==> src/rtl/fifo_frame_writer_pkg.sv <==
// Shared definitions for the frame writer: FSM state encoding, header magic and default length.
// Header words are only emitted when FIFO_FRAME_HEADER_EN is defined.
package fifo_frame_writer_pkg;

    localparam int unsigned DEFAULT_FRAME_LEN = 128;
    localparam logic [15:0] HDR_MAGIC         = 16'hFACE;

    localparam logic [2:0] ST_IDLE_ENC   = 3'd0;
    localparam logic [2:0] ST_HEADER_ENC = 3'd1;
    localparam logic [2:0] ST_DATA_ENC   = 3'd2;
    localparam logic [2:0] ST_PAD_ENC    = 3'd3;
    localparam logic [2:0] ST_DROP_ENC   = 3'd4;

    typedef enum logic [2:0] {
        ST_IDLE   = ST_IDLE_ENC,
        ST_HEADER = ST_HEADER_ENC,
        ST_DATA   = ST_DATA_ENC,
        ST_PAD    = ST_PAD_ENC,
        ST_DROP   = ST_DROP_ENC
    } state_t;

    function automatic logic [31:0] header_word(input logic [7:0] idx, input logic [7:0] last_idx);
        return {HDR_MAGIC, idx, last_idx};
    endfunction

endpackage

==> src/rtl/fifo_frame_writer.sv <==
// Packs an AXI-stream into fixed-length frames for a host-bound FIFO: pads short frames,
// drops the tail of long ones. Define FIFO_FRAME_HEADER_EN to prefix each frame with a header.
module fifo_frame_writer
    import fifo_frame_writer_pkg::*;
#(
    parameter int unsigned FRAME_LEN = DEFAULT_FRAME_LEN,
    parameter int unsigned DATA_W    = 32
) (
    input  logic              bus_clk,
    input  logic              rst,
    input  logic [DATA_W-1:0] s_axis_tdata,
    input  logic              s_axis_tvalid,
    input  logic              s_axis_tlast,
    output logic              s_axis_tready,
    output logic              fifo_wren,
    input  logic              fifo_full,
    output logic [DATA_W-1:0] fifo_din,
    output logic              frame_done,
    output logic [7:0]        frame_idx,
    output logic              len_error
);

    localparam logic [7:0] LAST_IDX = 8'(FRAME_LEN - 1);

    state_t     state_q;
    logic [7:0] wcnt_q;
    logic [7:0] frame_idx_q;
    logic       len_error_q;

    logic tready_raw;
    logic wren_raw;
    logic done_raw;
    logic at_last;

    assign at_last = (wcnt_q == LAST_IDX);

    // Handshake and write data are combinational so a DATA word reaches the FIFO with zero latency.
    always_comb begin
        tready_raw = 1'b0;
        wren_raw   = 1'b0;
        done_raw   = 1'b0;
        fifo_din   = '0;
        unique case (state_q)
`ifdef FIFO_FRAME_HEADER_EN
            ST_HEADER: begin
                wren_raw = !fifo_full;
                fifo_din = DATA_W'(header_word(frame_idx_q, LAST_IDX));
            end
`endif
            ST_DATA: begin
                tready_raw = !fifo_full;
                wren_raw   = s_axis_tvalid && !fifo_full;
                done_raw   = wren_raw && at_last;
                fifo_din   = s_axis_tdata;
            end
            ST_PAD: begin
                wren_raw = !fifo_full;
                done_raw = wren_raw && at_last;
            end
            ST_DROP: begin
                tready_raw = 1'b1;
            end
            default: begin
                tready_raw = 1'b0;
            end
        endcase
    end

    // Reset gates the handshake outputs immediately, abandoning any partial frame.
    assign s_axis_tready = tready_raw && !rst;
    assign fifo_wren     = wren_raw && !rst;
    assign frame_done    = done_raw && !rst;
    assign frame_idx     = frame_idx_q;
    assign len_error     = len_error_q;

    always_ff @(posedge bus_clk) begin
        if (rst) begin
            state_q     <= ST_IDLE;
            wcnt_q      <= 8'd0;
            frame_idx_q <= 8'd0;
            len_error_q <= 1'b0;
        end else begin
            if (done_raw) begin
                frame_idx_q <= frame_idx_q + 8'd1;
            end
            unique case (state_q)
                ST_IDLE: begin
                    wcnt_q <= 8'd0;
                    if (s_axis_tvalid) begin
`ifdef FIFO_FRAME_HEADER_EN
                        state_q <= ST_HEADER;
`else
                        state_q <= ST_DATA;
`endif
                    end
                end
`ifdef FIFO_FRAME_HEADER_EN
                ST_HEADER: begin
                    if (!fifo_full) begin
                        state_q <= ST_DATA;
                    end
                end
`endif
                ST_DATA: begin
                    if (wren_raw) begin
                        if (at_last) begin
                            if (s_axis_tlast) begin
                                state_q <= ST_IDLE;
                                wcnt_q  <= 8'd0;
                            end else begin
                                state_q     <= ST_DROP;
                                len_error_q <= 1'b1;
                            end
                        end else begin
                            wcnt_q <= wcnt_q + 8'd1;
                            if (s_axis_tlast) begin
                                state_q     <= ST_PAD;
                                len_error_q <= 1'b1;
                            end
                        end
                    end
                end
                ST_PAD: begin
                    if (wren_raw) begin
                        if (at_last) begin
                            state_q <= ST_IDLE;
                            wcnt_q  <= 8'd0;
                        end else begin
                            wcnt_q <= wcnt_q + 8'd1;
                        end
                    end
                end
                ST_DROP: begin
                    if (s_axis_tvalid && s_axis_tlast) begin
                        state_q <= ST_IDLE;
                        wcnt_q  <= 8'd0;
                    end
                end
                default: begin
                    state_q <= ST_IDLE;
                    wcnt_q  <= 8'd0;
                end
            endcase
        end
    end

endmodule

==> config.mk <==
export PLATFORM = sky130hd
export DESIGN_NAME = fifo_frame_writer
export DESIGN_NICKNAME = d
export VERILOG_FILES = /design/src/rtl/fifo_frame_writer_pkg.sv /design/src/rtl/fifo_frame_writer.sv
export SDC_FILE = /design/constraint.sdc
export NUM_CORES = 1
export LEC_CHECK = 0
export CAP_MARGIN = 20
export CORE_MARGIN = 2
export CORE_UTILIZATION = 40
export DETAILED_ROUTE_END_ITERATION = 7
export PLACE_DENSITY_LB_ADDON = 0.2
export SYNTH_ARGS = -nofsm -noshare
export SYNTH_HDL_FRONTEND = slang
export SYNTH_SLANG_ARGS = --single-unit
==> constraint.sdc <==
create_clock -name bus_clk -period 5.7 [get_ports bus_clk]
set_clock_uncertainty 0.05 [all_clocks]
set_input_delay 0.855 -clock bus_clk [delete_from_list [all_inputs] [get_ports bus_clk]]
set_output_delay 0.855 -clock bus_clk [all_outputs]
set_load 0.05 [all_outputs]
# Yosys cells after proc, flatten, opt, wreduce, memory -nomap -nowiden
# Cells that the tools add are included.
[totals]
output_inout_bits = 44
reg_bits = 20
in_bits = 37
[op_classes]
reduce_logical = 14
eq_ne = 12
mux = 23
add_sub_neg = 2
[op_table]
columns = ["operator", "count"]
rows = [
  ["$mux W8", 6],
  ["$mux W32", 1],
  ["$mux W3", 8],
  ["$pmux W8 S3", 1],
  ["$add A8 B1 Y8 const B", 2],
  ["$ne A2 B2 Y1 const B", 6],
  ["$pmux W3 S4", 1],
  ["$eq A8 B7 Y1 const B", 1],
  ["$reduce_and A4 Y1", 2],
  ["$logic_and A1 B1 Y1", 7],
  ["$eq A3 B2 Y1 const B", 2],
  ["$ne A3 B3 Y1 const B", 2],
  ["$pmux W1 S2", 3],
  ["$reduce_and A6 Y1", 1],
  ["$eq A3 B3 Y1 const B", 1],
  ["$logic_not A3 Y1", 1],
  ["$mux W1", 3],
  ["$logic_not A1 Y1", 2],
  ["$reduce_bool A2 Y1", 1],
]

# Logic depth before layout (Yosys ltp)
# Gate-level depths: netlist (run 1).
[logic_depth]
depth_word = 5
ltp_mapped = 10

# Worst setup path before layout (run 1)
# OpenSTA, ideal clock, no wires.
[synth_timing]
path_type = "input-to-output"
from = "in rst"
to = "out fifo_wren"
arrival_ps = 2301
path_slack_ps = 2494
required_ps = 4795
path_stages = 3
cell_sequence = "clkbuf_1 > clkbuf_1 > nor3_1"
[synth_via]
elab_chain_cells = 2
[synth_lines]
columns = ["item", "line", "source"]
rows = [
  ["from (decl)", "fifo_frame_writer.sv:10", "input logic rst,"],
  ["$logic_not A1 Y1", "fifo_frame_writer.sv:71", "assign fifo_wren = wren_raw && !rst;"],
  ["$logic_and A1 B1 Y1", "fifo_frame_writer.sv:71", ""],
  ["to (decl)", "fifo_frame_writer.sv:15", "output logic fifo_wren,"],
]
# No other way between the ends.

# Worst setup path after layout (run 1)
[layout_timing]
from = "in fifo_full"
to = "out frame_done"
[layout_via]
elab_chain_cells = 5
word_cells_on_any_way = 6
[layout_lines]
columns = ["item", "line", "source"]
rows = [
  ["from (decl)", "fifo_frame_writer.sv:16", "input logic fifo_full,"],
  ["$logic_not A1 Y1 *", "fifo_frame_writer.sv:52, fifo_frame_writer.sv:57", ""],
  ["$logic_and A1 B1 Y1", "fifo_frame_writer.sv:52", "wren_raw = s_axis_tvalid && !fifo_full;"],
  ["$logic_and A1 B1 Y1", "fifo_frame_writer.sv:53", "done_raw = wren_raw && at_last;"],
  ["$pmux W1 S2 *", "fifo_frame_writer.sv:43", "unique case (state_q)"],
  ["$logic_and A1 B1 Y1 *", "fifo_frame_writer.sv:72", "assign frame_done = done_raw && !rst;"],
  ["to (decl)", "fifo_frame_writer.sv:18", "output logic frame_done,"],
]
# Mark *: on every way between the ends. The rest lies on a longest branch, timed or not.

==> reports/results.ini, run 1 <==
[status]
status=complete, no violations

[placement]
placed_cells=287
dpl.hpwl_mm=2.91
portBuffers=80
place.gp.congestion=0.887

[floorplan]
core_region_area_um2=3100
dieArea_um2=3800
initial_core_util=0.429
die_height_um=61.7
die_w_um=61.7
rows=20
design.portCount=81

[setup_path]
endpoint=frame_done
path_class=in -> out
end_kind=primary output
reg2reg_slack_ps=3370
reg2reg_from=wcnt_q[0]
crit_slowest_cell=clkdlybuf4s50_1
required_ps=4800
crit_fanout=9
startpoint=fifo_full
path_buf_inv=2
cp.arrival_ps=3050
worst-path-stages=5
ff2ff_path_depth=8
critical-path-max-stage-delay_ps=820
path_delay_family=buffers and inverters
critPathLaunchType=input port
r2r-end=wcnt_q[7]
worstPathCellList=clkdlybuf4s50_1 -> o21bai_1 -> nor4_4 -> nor2b_1 -> clkdlybuf4s50_1
crit_top_cell=clkdlybuf4s50_1

[cts]
clk_pin_slew_ps=110
cts_tree=built
cts_root_buffer=clkbuf_4
cts_hold_buf=0
cts_buffers=3
clock_sinks=20
h-tree-depth=1
cts_post_setup_buffers_inserted=0
cts_max_path_buffers=2
ctsResizeCount=0
clk_latency_ps=300

[timing]
rsz0062_at_grt=no
post-route-min-period_ps=3950
fmax_mhz=253
slew_viol_final=0
hold_viol=0
setup_tns_ps=0
tightest_slew_ps=893
setup_violations=0
period_share=0.693
relSlewSlack=0.402

[logic_synthesis]
yosysSeqAreaShare=0.301
synth_compound_area_frac=0.124
synthTopCellsByArea=dfxtp_1 30%, and2_1 16%, nor2_1 5.1%, a21oi_1 4.5%, ha_1 3.8%
yosys.area_share.simple=0.433
netlist_area_um2=1330
yosysWarnings=0
syn_nets=213
synth_seq_cells=20
netlist-cell-type-count=39
avgSynthCellArea_um2=7.73
yosys.area.top_type=dfxtp_1
syn_inst=172
synthMuxAreaShare=0.0151
synth_top_area_frac=0.301
synth_top_family_by_area=simple AND/OR/NAND/NOR gates
yosys.area_share.adder=0.0376
synth_xor_xnor_area_share=0.0395

[cells_and_area]
antenna_cells_inserted=0
drive_gt1_frac=0.0526
fillCellCount=280
nets=289
stdcell_count=291
syn_to_final_growth_pct=65.6

[route]
drc=0
drtPass1Iterations=4
drt-total-wl_mm=3.76
vias=1432
postRouteAntennaNets=0
drtIter0Drc=93
wl_per_cell_um=12.9
vias_per_cell=4.92

[pwr]
fin_total_pwr_uw=447
p_leak_uw=0.000816
powerDensity_nw_per_um2=203
vdd.ir_drop.worst_v=0.000126
clkPwrFrac=0.257
combPwrFrac=0.414
switchingPower_uw=159
sw_frac_of_total=0.357
p_seq_frac=0.328
intPower_uw=288

[grt]
grt_pass1_wl_mm=5.76
grt_start_max_net_pins=33
grt_pass1_vias=1271
antenna_found_initial=0
groute.usage.overall=0.202
gr-total-overflow=0

[flow_run]
cap_viol_max_count=0

[worst_hold_path]
hp-class=reg -> reg

[area by class of cell]
class / count / area, um2 / area share
Clock inverter: 1 / 30.0 / 0.0136
Inverter: 6 / 22.5 / 0.0102
Multi-Input combinational cell: 136 / 863 / 0.392
Clock buffer: 3 / 22.5 / 0.0102
Tap cell: 44 / 55.1 / 0.0250
Timing Repair Buffer: 81 / 808 / 0.367
Sequential cell: 20 / 400 / 0.182
[metrics by stage]
stage	setup WS (ps)	instance area, um2	hold slack (ps)	util
after floorplan	2490	1330	402	-
after CTS	1740	2200	436	0.710
final	1750	2200	437	0.710
after global placement	1750	2150	397	0.693
after global routing	1600	2200	483	0.710
after detailed placement	1740	2150	413	0.693
[layer usage]
metal | GRT usage | vias up | share of wire
met5 | 0 | - | 0
met4 | 0.0334 | 0 | 0.0035
met3 | 0.0525 | 2 | 0.036
met2 | 0.377 | 29 | 0.55
met1 | 0.231 | 660 | 0.41
li1 | - | 741 | -
[state kept, by name, summed over array words and instances (netlist names)]
name       cells
frame_idx      8
len_error      1
state_q        3
wcnt_q         8
[synthesized netlist by cell type, drive strengths merged]
cell type   n
buf         3
o32ai       1
nand2b      3
nand3b      2
and3        2
nor4        2
o21ai       7
or2         2
nand2      10
a32oi       1
clkbuf      7
and2       33
nor3        3
nor2       19
ha          4
or4         5
a31oi       2
xor2        5
or3         1
a2111o      1
o21a        1
nand4b      1
inv         6
nor2b       2
nand4       5
or4b        1
o22ai       1
xnor2       1
mux2i       2
nand3       5
a21oi      12
dfxtp      20
o21bai      1
nor3b       1
[power groups by stage]
stage                     Combinational [uW]  Sequential, uW  Clock [uW]
after floorplan                          117             148           0
after global placement                   184             150           0
after detailed placement                 186             150           0
final                                    185             147         115
after global routing                     196             147         121
after CTS                                186             147         118
[worst min-delay path by stage]
stage	end	startpoint	depth (start not counted)
global placement	len_error	len_error	2
global route	len_error	len_error	2
floorplan	wcnt_q[7]	wcnt_q[7]	2
finish	len_error	len_error	2
CTS	len_error	len_error	2
detailed placement	len_error	len_error	2
[cell usage in the layout (no fill, tap or decap), drive strengths merged]
| master | netlist | routed |
|---|---|---|
| clkdlybuf4s50 | 0 | 80 |
| and2 | 33 | 33 |
| dfxtp | 20 | 20 |
| nor2 | 19 | 19 |
| a21oi | 12 | 12 |
| nand2 | 10 | 10 |
| o21ai | 7 | 7 |
| inv | 6 | 6 |
| nand4 | 5 | 5 |
| or4 | 5 | 5 |
| xor2 | 5 | 5 |
| nand3 | 5 | 5 |
| ha | 4 | 4 |
| nor3 | 3 | 3 |
| nand2b | 3 | 3 |
| clkbuf | 7 | 3 |
| nand3b | 2 | 2 |
| a31oi | 2 | 2 |
| mux2i | 2 | 2 |
| and3 | 2 | 2 |
| or2 | 2 | 2 |
| nor4 | 2 | 2 |
| nor2b | 2 | 2 |
| nor3b | 1 | 1 |
| nand4b | 1 | 1 |
| o21bai | 1 | 1 |
| a32oi | 1 | 1 |
| or3 | 1 | 1 |
| a2111o | 1 | 1 |
| or4b | 1 | 1 |
| o32ai | 1 | 1 |
| o22ai | 1 | 1 |
| o21a | 1 | 1 |
| xnor2 | 1 | 1 |
| bufinv | 0 | 1 |
| buf | 3 | 1 |
[kinds of logic (layout without fill, tap and decap cells)]
kind of cell | after synthesis | in the layout
and+or+nand+nor | 97 | 97
adders and majority gates | 4 | 4
buffers and inverters | 16 | 91
DFF | 20 | 20
AOI/OAI and AO/OA | 27 | 27
muxes | 2 | 2
xor gates and xnor gates | 6 | 6
[worst register-to-register path: cells and delay by family, from the launching register on]
family	cells	cell delay (ps)
adders and majority gates	2	460
DFF	1	360
AOI/OAI and AO/OA	1	150
and+or+nand+nor	5	1240
(Power assumes the default switching activity.)
==> run 2, diff against run 1 <==
- CORE_UTILIZATION: 40 -> 34
- clock period: 5.7 -> 3.4 ns (I/O delays scaled with it)
==> reports/results.ini, run 2 (synthesis gave the netlist of run 1 again) <==
[floorplan]
die_w_um=66.5
die_height_um=66.5
dieArea_um2=4430
initial_core_util=0.358
rows=22
core_region_area_um2=3720
design.portCount=81

[cells_and_area]
fillCellCount=346
nets=292
antenna_cells_inserted=0
drive_gt1_frac=0.0760
syn_to_final_growth_pct=68.5
layout_commonest_cell=clkdlybuf4s50_1
seq_area_um2=400
final_cell_mix=77 x clkdlybuf4s50_1, 33 x and2_1, 20 x dfxtp_1
multi_input_area_um2=863

[worst_hold_path]
hp-class=reg -> reg
hp-start=wcnt_q[7]
holdPathStages=2
min_to=wcnt_q[7]

[cts]
clock_sinks=20
clk_latency_ps=270
cts_post_setup_buffers_inserted=0
clk_pin_slew_ps=80
cts_max_path_buffers=2
cts_buffers=3
h-tree-depth=1
cts_root_buffer=clkbuf_8
cts_tree=built
cts_hold_buf=0
ctsResizeCount=0

[setup_path]
cp.arrival_ps=2200
path_class=reg -> out
ff2ff_path_depth=8
crit_fanout=22
end_kind=primary output
reg2reg_from=wcnt_q[0]
reg2reg_slack_ps=1100
r2r-end=wcnt_q[7]
critPathLaunchType=register
required_ps=2840

[route]
drt-total-wl_mm=3.72
wl_per_cell_um=12.5
vias=1434
postRouteAntennaNets=0
vias_per_cell=4.81
drc=0
drtIter0Drc=95
drtPass1Iterations=4

[status]
status=complete, no violations

[pwr]
p_seq_frac=0.306
combPwrFrac=0.391
sw_frac_of_total=0.350
vdd.ir_drop.worst_v=0.000180
p_leak_uw=0.000844
clkPwrFrac=0.304
powerDensity_nw_per_um2=359
switchingPower_uw=281
intPower_uw=523

[timing]
rsz0062_at_grt=no
hold_slack_ps=439
setup_violations=0
hold_viol=0
slew_viol_final=0
relSlewSlack=0.636
setup_tns_ps=0
fmax_mhz=363
tightest_slew_ps=542
post-route-min-period_ps=2760
period_share=0.811

[placement]
place.gp.congestion=0.808
dpl.hpwl_mm=2.92
portBuffers=80

[grt]
antenna_found_initial=0
grtUsageMet3=0.111
groute.usage.overall=0.177
grt_use_met2=0.263
grt_use_met1=0.204
grt_pass1_vias=1340
grt_pass1_wl_mm=6.08
gr-total-overflow=0
grt.busiest_layer=met2
grt_start_max_net_pins=23

[flow_run]
cap_viol_max_count=0

run 2: worst max-delay path, cell delays in order (launching register included):
cell and delay [ps]:
dfxtp_1 500, nor3b_2 250, buf_4 230, and2_1 150, clkdlybuf4s50_1 800
run 2: how the worst max path moves through the flow:
stage / start / endpoint / slack, ps
5_1_grt: state_q[1] / fifo_din[27] / 490
3_3_place_gp: fifo_full / frame_done / 750
2_1_floorplan: wcnt_q[0] / frame_done / 840
6_report: state_q[1] / fifo_din[10] / 640
4_1_cts: state_q[1] / fifo_din[28] / 620
3_5_place_dp: fifo_full / frame_done / 700
run 2: per-layer routing:
| metal | routed length [um] | vias to the layer above |
|---|---|---|
| li1 | - | 749 |
| met1 | 1490 | 612 |
| met2 | 1590 | 68 |
| met3 | 581 | 5 |
| met4 | 59 | 0 |
| met5 | 0 | - |
run 2: final cells by class:
class | count | share of cell area
multi-input cells | 136 | 0.385
repair buffers | 84 | 0.367
flip-flops and latches | 20 | 0.179
well taps | 48 | 0.0268
clock buffers | 3 | 0.0184
clock inverters | 1 | 0.0134
inverters | 6 | 0.0101
run 2: power by group through the flow:
stage | registers [uW] | clock network, uW | logic, uW
2_1_floorplan | 248 | 0 | 197
3_3_place_gp | 251 | 0 | 315
3_5_place_dp | 251 | 0 | 315
4_1_cts | 246 | 247 | 317
5_1_grt | 247 | 254 | 336
6_report | 246 | 244 | 314
run 2: stage by stage:
stage	worst slack (ps)	power, uW	std cells	utilization	cell area (um2)
after floorplan	844	445	172	-	1330
after global placement	753	567	294	0.584	2170
after detailed placement	705	566	294	0.584	2170
after CTS	622	810	298	0.603	2240
after global routing	489	837	298	0.603	2240
final	642	804	298	0.603	2240
==> run 3, diff against run 2 <==
- CORE_UTILIZATION: 34 -> 37
- clock period: 3.4 -> 2.8 ns (I/O delays scaled with it)
==> reports/results.ini, run 3 (synthesis gave the netlist of run 1 again) <==
[cts]
cts_post_setup_buffers_inserted=0
cts_hold_buf=0
clk_latency_ps=320
cts_tree=built
clock_sinks=20
cts_max_path_buffers=2
clk_pin_slew_ps=130
cts_root_buffer=clkbuf_4
ctsResizeCount=0
cts_buffers=3
h-tree-depth=1

[pwr]
fin_total_pwr_uw=1030
vdd.ir_drop.worst_v=0.000312
p_leak_uw=0.00101
powerDensity_nw_per_um2=400

[setup_path]
crit_fanout=11
worstPathCellList=nand2b_1 -> nor4_4 -> nor2b_1 -> buf_12
critical-path-max-stage-delay_ps=440
end_kind=primary output
path_class=reg -> out
required_ps=2330
crit_slowest_cell=dfxtp_1
cp.arrival_ps=1970
critPathLaunchType=register

[route]
drtPass1Iterations=4
vias_per_cell=4.95
wl_per_cell_um=13.5
postRouteAntennaNets=0
vias=1464
drt-total-wl_mm=4.01
wl_met3_um=195
drtIter0Drc=105
wl_met2_mm=2.24
drt-met1-wl_mm=1.55
drc=0
top_layer=met4

[floorplan]
core_region_area_um2=3390
die_height_um=64.0
die_w_um=64.0
initial_core_util=0.392
dieArea_um2=4090
design.portCount=81
rows=21

[cells_and_area]
nets=292
antenna_cells_inserted=0
final_util=0.760
stdcell_count=296
drive_gt1_frac=0.204
final_cell_mix=45 x clkdlybuf4s50_1, 35 x buf_12, 33 x and2_1
syn_to_final_growth_pct=93.8
layout_commonest_cell=clkdlybuf4s50_1
fillCellCount=241

[grt]
grt_start_max_net_pins=34
antenna_found_initial=0
grt_pass1_wl_mm=6.66
grt_pass1_vias=1375
groute.usage.overall=0.210
gr-total-overflow=0

[timing]
setup_tns_ps=0
tightest_slew_ps=592
slew_viol_final=0
period_share=0.870
fmax_mhz=410
hold_viol=0
relSlewSlack=0.601
post-route-min-period_ps=2440
setup_violations=0
hold_slack_ps=454
rsz0062_at_grt=no

[worst_hold_path]
hp-class=reg -> reg

[flow_run]
cap_viol_max_count=0

[placement]
placed_cells=292
place.gp.congestion=0.836
portBuffers=80
dpl.hpwl_mm=3.32

[status]
status=complete, no violations

-- run 3: changes by cell type in the layout (fill, tap and decap cells not counted) --
cell,before,now
buf_12,0,35
buf_4,7,4
clkbuf_4,0,3
clkbuf_8,3,0
clkdlybuf4s50_1,77,45
-- run 3: routing by layer --
layer  up-vias  global-route usage
met3         2              0.0616
met5         -                   0
li1        744                   -
met1       675               0.239
met2        43               0.384
met4         0              0.0408
-- run 3: cell type report --
type	count	area [um2]	share of cell area
timing repair buffer	84	1180	0.458
sequential	20	400	0.155
multi-input combinational	136	863	0.335
clock inverter	1	30.0	0.0117
clock buffer	3	22.5	0.00874
inverter	6	22.5	0.00874
tap	46	57.6	0.0223
-- run 3: worst paths after layout --
kind | from | to | slack, ps | cells past startpoint
setup / recovery | state_q[2] | frame_done | 360 | 4
setup reg to reg | wcnt_q[0] | wcnt_q[7] | 510 | 8
hold / removal | wcnt_q[7] | wcnt_q[7] | 450 | 2
hold reg to reg | wcnt_q[7] | wcnt_q[7] | 450 | 2
-- run 3: report_power, final --
| part | total, uW | internal (uW) | switching [uW] |
|---|---|---|---|
| combinational | 488 | 235 | 253 |
| sequential | 299 | 290 | 9.03 |
| clock | 243 | 145 | 98.1 |
-- run 3: worst max-delay path: cells and delay by family, from the launching register on --
family	cells	cell delay, ps
buf+inv	1	170
flops	1	440
simple gates	3	1030
-- run 3: metrics by stage --
step                      instance area (um2)  setup slack [ps]
after floorplan                          1330               334
after global placement                   2520               511
after detailed placement                 2520               467
after CTS                                2580               344
after global routing                     2580               215
final                                    2580               363
==> RTL edit 1, RTL diff (settings of run 2) <==
Change the parameter `DATA_W` from 32 to 48.
--- a/src/rtl/fifo_frame_writer.sv
+++ b/src/rtl/fifo_frame_writer.sv
@@ -4,7 +4,7 @@
     import fifo_frame_writer_pkg::*;
 #(
     parameter int unsigned FRAME_LEN = DEFAULT_FRAME_LEN,
-    parameter int unsigned DATA_W    = 32
+    parameter int unsigned DATA_W    = 48
 ) (
     input  logic              bus_clk,
     input  logic              rst,
Interface: changed (resized fifo_din and s_axis_tdata); port bits go from 81 to 113. The function was not compared with the original's and may differ.
==> RTL edit 1 against run 2 <==
Area after synthesis grew 6.8%. Setup slack got worse by 0.24 ns. Wire length grew 25%. Count of clock-buffer cells in the layout is 1 higher. Total power grew 7.5%. Sequential share of layout area is 2.7 points lower. Cell area up 18%. Sequential cell count unchanged. Highest routed layer unchanged.
==> RTL edit 1: results (changes against run 2) <==
stage	metric	value	unit	change
power	Leakage	1.008	nW	+19%
critical_path	Crit Path Max Fanout	45		+100%
route	via/cell ratio	4.831		+0.40%
synth	Avg Cell Area, Syn	7.594	sq um	-1.8%
worst_hold_path	Hold Path Origin	len_error$_SDFFE_PP0P_		
place	gpl congestion	0.7577		-6.2%
power	Final Power	0.8645	mW	+7.5%
route	WL/cell	13.48	microns	+8.1%
synth	mux share of post-synthesis cell area	1.410	%	-0.095 points
synth	most frequent cells after synthesis	and2_1 (49), dfxtp_1 (20), nor2_1 (18)		
critical_path	crit path to	fifo_din[41]		
sta	Hold Worst Slack	0.4384	ns	-0.0006420 ns
route	Starting DRT DRC Count	67		-29%
critical_path	R2R Setup Slk	1.08	ns	-0.02 ns
global_routing	Overall Global Routing Usage	19.88	%	+2.1 points
power	Logic power comb	0.433	mW	+38%
finish	antenna cells	0		unchanged
place	DP Area	2582	sq um	+19%
finish	Filler Cells Inserted	351		+1.4%
power	Peak supply drop	0.1449	mV	-19%
synth	XOR/XNOR share of the synthesized area	3.700	%	-0.25 points
synth	adder-cell share of the synthesized area	3.524	%	-0.24 points
synth	Yosys cell types	36		-7.7%
worst_hold_path	Hold Crit Endpoint	len_error$_SDFFE_PP0P_		
place	Place WS	0.5722	ns	-0.1327 ns
finish	Nets	352		+21%
place	IO buf count	112		+40%
place	Cells after DPL	340		+16%
critical_path	WP data arrival	2.44	ns	+0.24 ns
power	Switching Fraction	40.35	%	+5.4 points
status	outcome	finished clean		
synth	Syn Nets	244		+15%
global_routing	first-pass GRT wire length	6920	microns	+14%
critical_path	reg-to-reg startpoint	wcnt_q[0]$_SDFFE_PP0P_		
route	final wirelength	4638	microns	+25%
global_routing	vias in the first global route	1516		+13%
finish	share of cells above drive strength 1	4.762	%	-2.8 points
place	DP Wirelength	3734	microns	+28%
synth	Seq/Total Area, Yosys	28.19	%	-1.9 points
clock_network	CTS clock-pin slew for the worst setup and hold paths	0.08	ns	about the same
sta	Rel. slew slack	55.86	%	-7.7 points
synth	complex-gate fraction of the synthesized area	11.01	%	-1.4 points
power	clk pwr	0.186	mW	-24%
global_routing	largest net degree at the start of global routing	46		+100%
[RTL edit 1: changes by cell type after synthesis, moves of 2 or more]
cell      before  now
and2_1        33   49
nand2_1       10    8
nand2b_1       3    0
nand4_1        5    3
nor2b_1        1    3
o21ai_0        7    9
[RTL edit 1: routing by layer]
metal | global-route usage [%] | vias to the layer above | share of wire (%)
met1 | 22.96 | 738 | 41
met4 | 6.000 | 0 | 1.1
met3 | 11.85 | 6 | 12
met5 | 0 | - | 0
li1 | - | 844 | -
met2 | 30.65 | 74 | 45
[RTL edit 1: final cells by class]
cell class                 count  area, sq um  share of cell area [%]
tap                           50        62.56                   2.372
timing repair buffer         114         1146                   43.45
sequential                    20        400.4                   15.18
clock buffer                   4        55.05                   2.087
inverter                       6        22.52                  0.8539
multi-input combinational    150        950.9                   36.05
[RTL edit 1: critical path: stages, from the launching register on]
cell             delay [ns]
dfxtp_1                0.51
nor3b_2                0.45
buf_12                 0.24
and2_1                 0.14
clkdlybuf4s50_1        0.83
==> RTL edit 2, RTL diff (settings of run 2) <==
Without the edit above. Make the reset (`rst`) asynchronous in one clocked block.
--- a/src/rtl/fifo_frame_writer.sv
+++ b/src/rtl/fifo_frame_writer.sv
@@ -73,7 +73,7 @@
     assign frame_idx     = frame_idx_q;
     assign len_error     = len_error_q;
 
-    always_ff @(posedge bus_clk) begin
+    always_ff @(posedge bus_clk or posedge rst) begin
         if (rst) begin
             state_q     <= ST_IDLE;
             wcnt_q      <= 8'd0;
Behaviour: differs if rst is asserted again (counterexample within 4 cycles, from zero or initial values and one cycle with rst high); with rst held inactive, the same outputs for 10 cycles.
==> RTL edit 2 against run 2 <==
Setup slack lost 0.32 ns. Fmax is 10% lower. Cell area up 3.9%. Wire length up 12%. Combinational power rose by 93%. Sequential cell count did not move. Count of clock-buffer cells in the layout did not move. Area after synthesis increased by 3.8%. Cell count decreased by 4.4%. Hold slack got worse by 0.022 ns. Total power increased by 48%. Critical path type is now primary input to primary output. Largest cell class is now non-clock buffers.
==> RTL edit 2: results (changes against run 2) <==
stage	metric	value	unit	change
status	outcome	finished clean		
critical_path	Reg2Reg Depth	8		unchanged
power	Peak supply drop	0.3135	mV	+75%
synth	Avg Cell Area, Syn	8.962	sq um	+16%
critical_path	reg-to-reg startpoint	wcnt_q[0]$_DFFE_PP0P_		
worst_hold_path	Hold Crit Endpoint	len_error$_DFFE_PP0P_		
critical_path	Reg-to-Reg End	wcnt_q[2]$_DFFE_PP0P_		
global_routing	vias in the first global route	1152		-14%
global_routing	first-pass GRT wire length	5858	microns	-3.6%
global_routing	largest net degree at the start of global routing	30		+30%
finish	share of cells above drive strength 1	5.957	%	-1.6 points
place	gpl congestion	0.7630		-5.6%
synth	adder-cell share of the synthesized area	3.626	%	-0.14 points
finish	antenna cells	0		unchanged
synth	complex-gate fraction of the synthesized area	16.68	%	+4.3 points
synth	Yosys cell types	44		+13%
worst_hold_path	worst hold path class	flop to flop		
sta	Hold Worst Slack	0.4168	ns	-0.02227 ns
clock_network	cts repair resizes	0		unchanged
synth	mux share of post-synthesis cell area	2.267	%	+0.76 points
synth	Synth area leaders	dfrtp_1 (36%), and3_1 (15%), xnor2_1 (3.8%)		
power	Leakage	1.059	nW	+25%
critical_path	Critical Path Max Stage Delay	0.83	ns	+0.03 ns
critical_path	delay-heaviest family, CP	buffers and inverters		
clock_network	clk root buf	clkbuf_8		
clock_network	CTS Buffer Depth	2		unchanged
sta	fin crit period	3.076	ns	+0.3175 ns
clock_network	Post CTS Setup Buffer Count	0		unchanged
clock_network	Clock Latency Late Sink	0.26	ns	
clock_network	CTS clock-pin slew for the worst setup and hold paths	0.08	ns	about the same
synth	Syn. warnings	0		unchanged
worst_hold_path	Hold Path Origin	len_error$_DFFE_PP0P_		
global_routing	initial antenna violation count	0		unchanged
place	DP Wirelength	3151	microns	+7.8%
synth	Synth async-reset ratio	100.0	%	+100 points
synth	Seq/Total Area, Yosys	36.26	%	+6.2 points
synth	most frequent cells after synthesis	and3_1 (34), dfrtp_1 (20), inv_1 (8)		
finish	Nets	277		-5.1%
global_routing	Overall Global Routing Usage	16.75	%	-0.99 points
sta	Hold Fails Final Rpt	0		unchanged
clock_network	CTS Buf Count	3		unchanged
route	WL/cell	14.56	microns	+17%
route	Pre-antenna DRT Iters	4		unchanged
route	remaining antenna violation count	0		unchanged
finish	Filler Cells Inserted	365		+5.5%
sta	Rel. slew slack	65.83	%	+2.3 points
route	Vias	1429		-0.35%
critical_path	R2R Setup Slk	0.77	ns	-0.33 ns
critical_path	Crit Path Max Fanout	6		-73%
synth	Primary FF master, synth	dfrtp_1		
sta	setup TNS	0	ns	unchanged
route	Starting DRT DRC Count	50		-47%
synth	XOR/XNOR share of the synthesized area	4.442	%	+0.49 points
place	IO buf count	80		unchanged
critical_path	Crit-path slowest cell	clkdlybuf4s50_1		
route	via/cell ratio	5.014		+4.2%
worst_hold_path	hold path cells	1		-1
synth	Syn Nets	195		-8.5%
critical_path	WP data arrival	2.52	ns	+0.32 ns
clock_network	H-tree Lvls	1		unchanged
RTL edit 2: power by group:
| group | total, mW | switching (mW) | leakage [nW] | internal, mW |
|---|---|---|---|---|
| clock network | 0.239 | 0.0816 | 0.0357 | 0.157 |
| logic | 0.607 | 0.371 | 0.772 | 0.236 |
| registers | 0.345 | 0.0582 | 0.251 | 0.287 |
RTL edit 2: area by class of cell:
class	count	area share, %
clock buffer	3	1.773
timing repair buffer	85	36.32
clock inverter	1	1.290
inverter	9	1.451
multi-input combinational	117	34.98
sequential	20	21.49
tap	50	2.687
RTL edit 2: logic make-up (layout without fill, tap and decap cells):
group | Yosys count | in the layout
buffers and inverters | 17 | 98
xor gates and xnor gates | 7 | 7
muxes | 3 | 3
DFF | 20 | 20
AOI/OAI and AO/OA | 31 | 31
adders and majority gates | 4 | 4
and+or+nand+nor | 72 | 72
RTL edit 2: per-layer routing:
| metal | vias to the layer above | track usage (%) | part of all wire, % |
|---|---|---|---|
| met5 | - | 0 | 0 |
| met4 | 0 | 4.592 | 0.87 |
| met3 | 4 | 2.833 | 6.6 |
| met2 | 44 | 26.35 | 47 |
| met1 | 639 | 23.56 | 46 |
| li1 | 742 | - | - |
RTL edit 2: how the worst max path moves through the flow:
stage / start / end / slack, ns / cells past startpoint
2_1_floorplan: fifo_full / s_axis_tready / 0.76 / 2
3_3_place_gp: fifo_full / fifo_wren / 0.38 / 4
3_5_place_dp: fifo_full / fifo_wren / 0.34 / 4
4_1_cts: fifo_full / fifo_wren / 0.33 / 4
5_1_grt: fifo_full / fifo_wren / 0.30 / 4
6_report: fifo_full / fifo_wren / 0.32 / 4
RTL edit 2: metrics by stage:
stage | cell area, sq um | setup WS, ns
3_3_place_gp | 2257 | 0.3822
5_1_grt | 2328 | 0.2997
4_1_cts | 2328 | 0.3330
2_1_floorplan | 1380 | 0.7579
6_report | 2328 | 0.3242
3_5_place_dp | 2257 | 0.3372
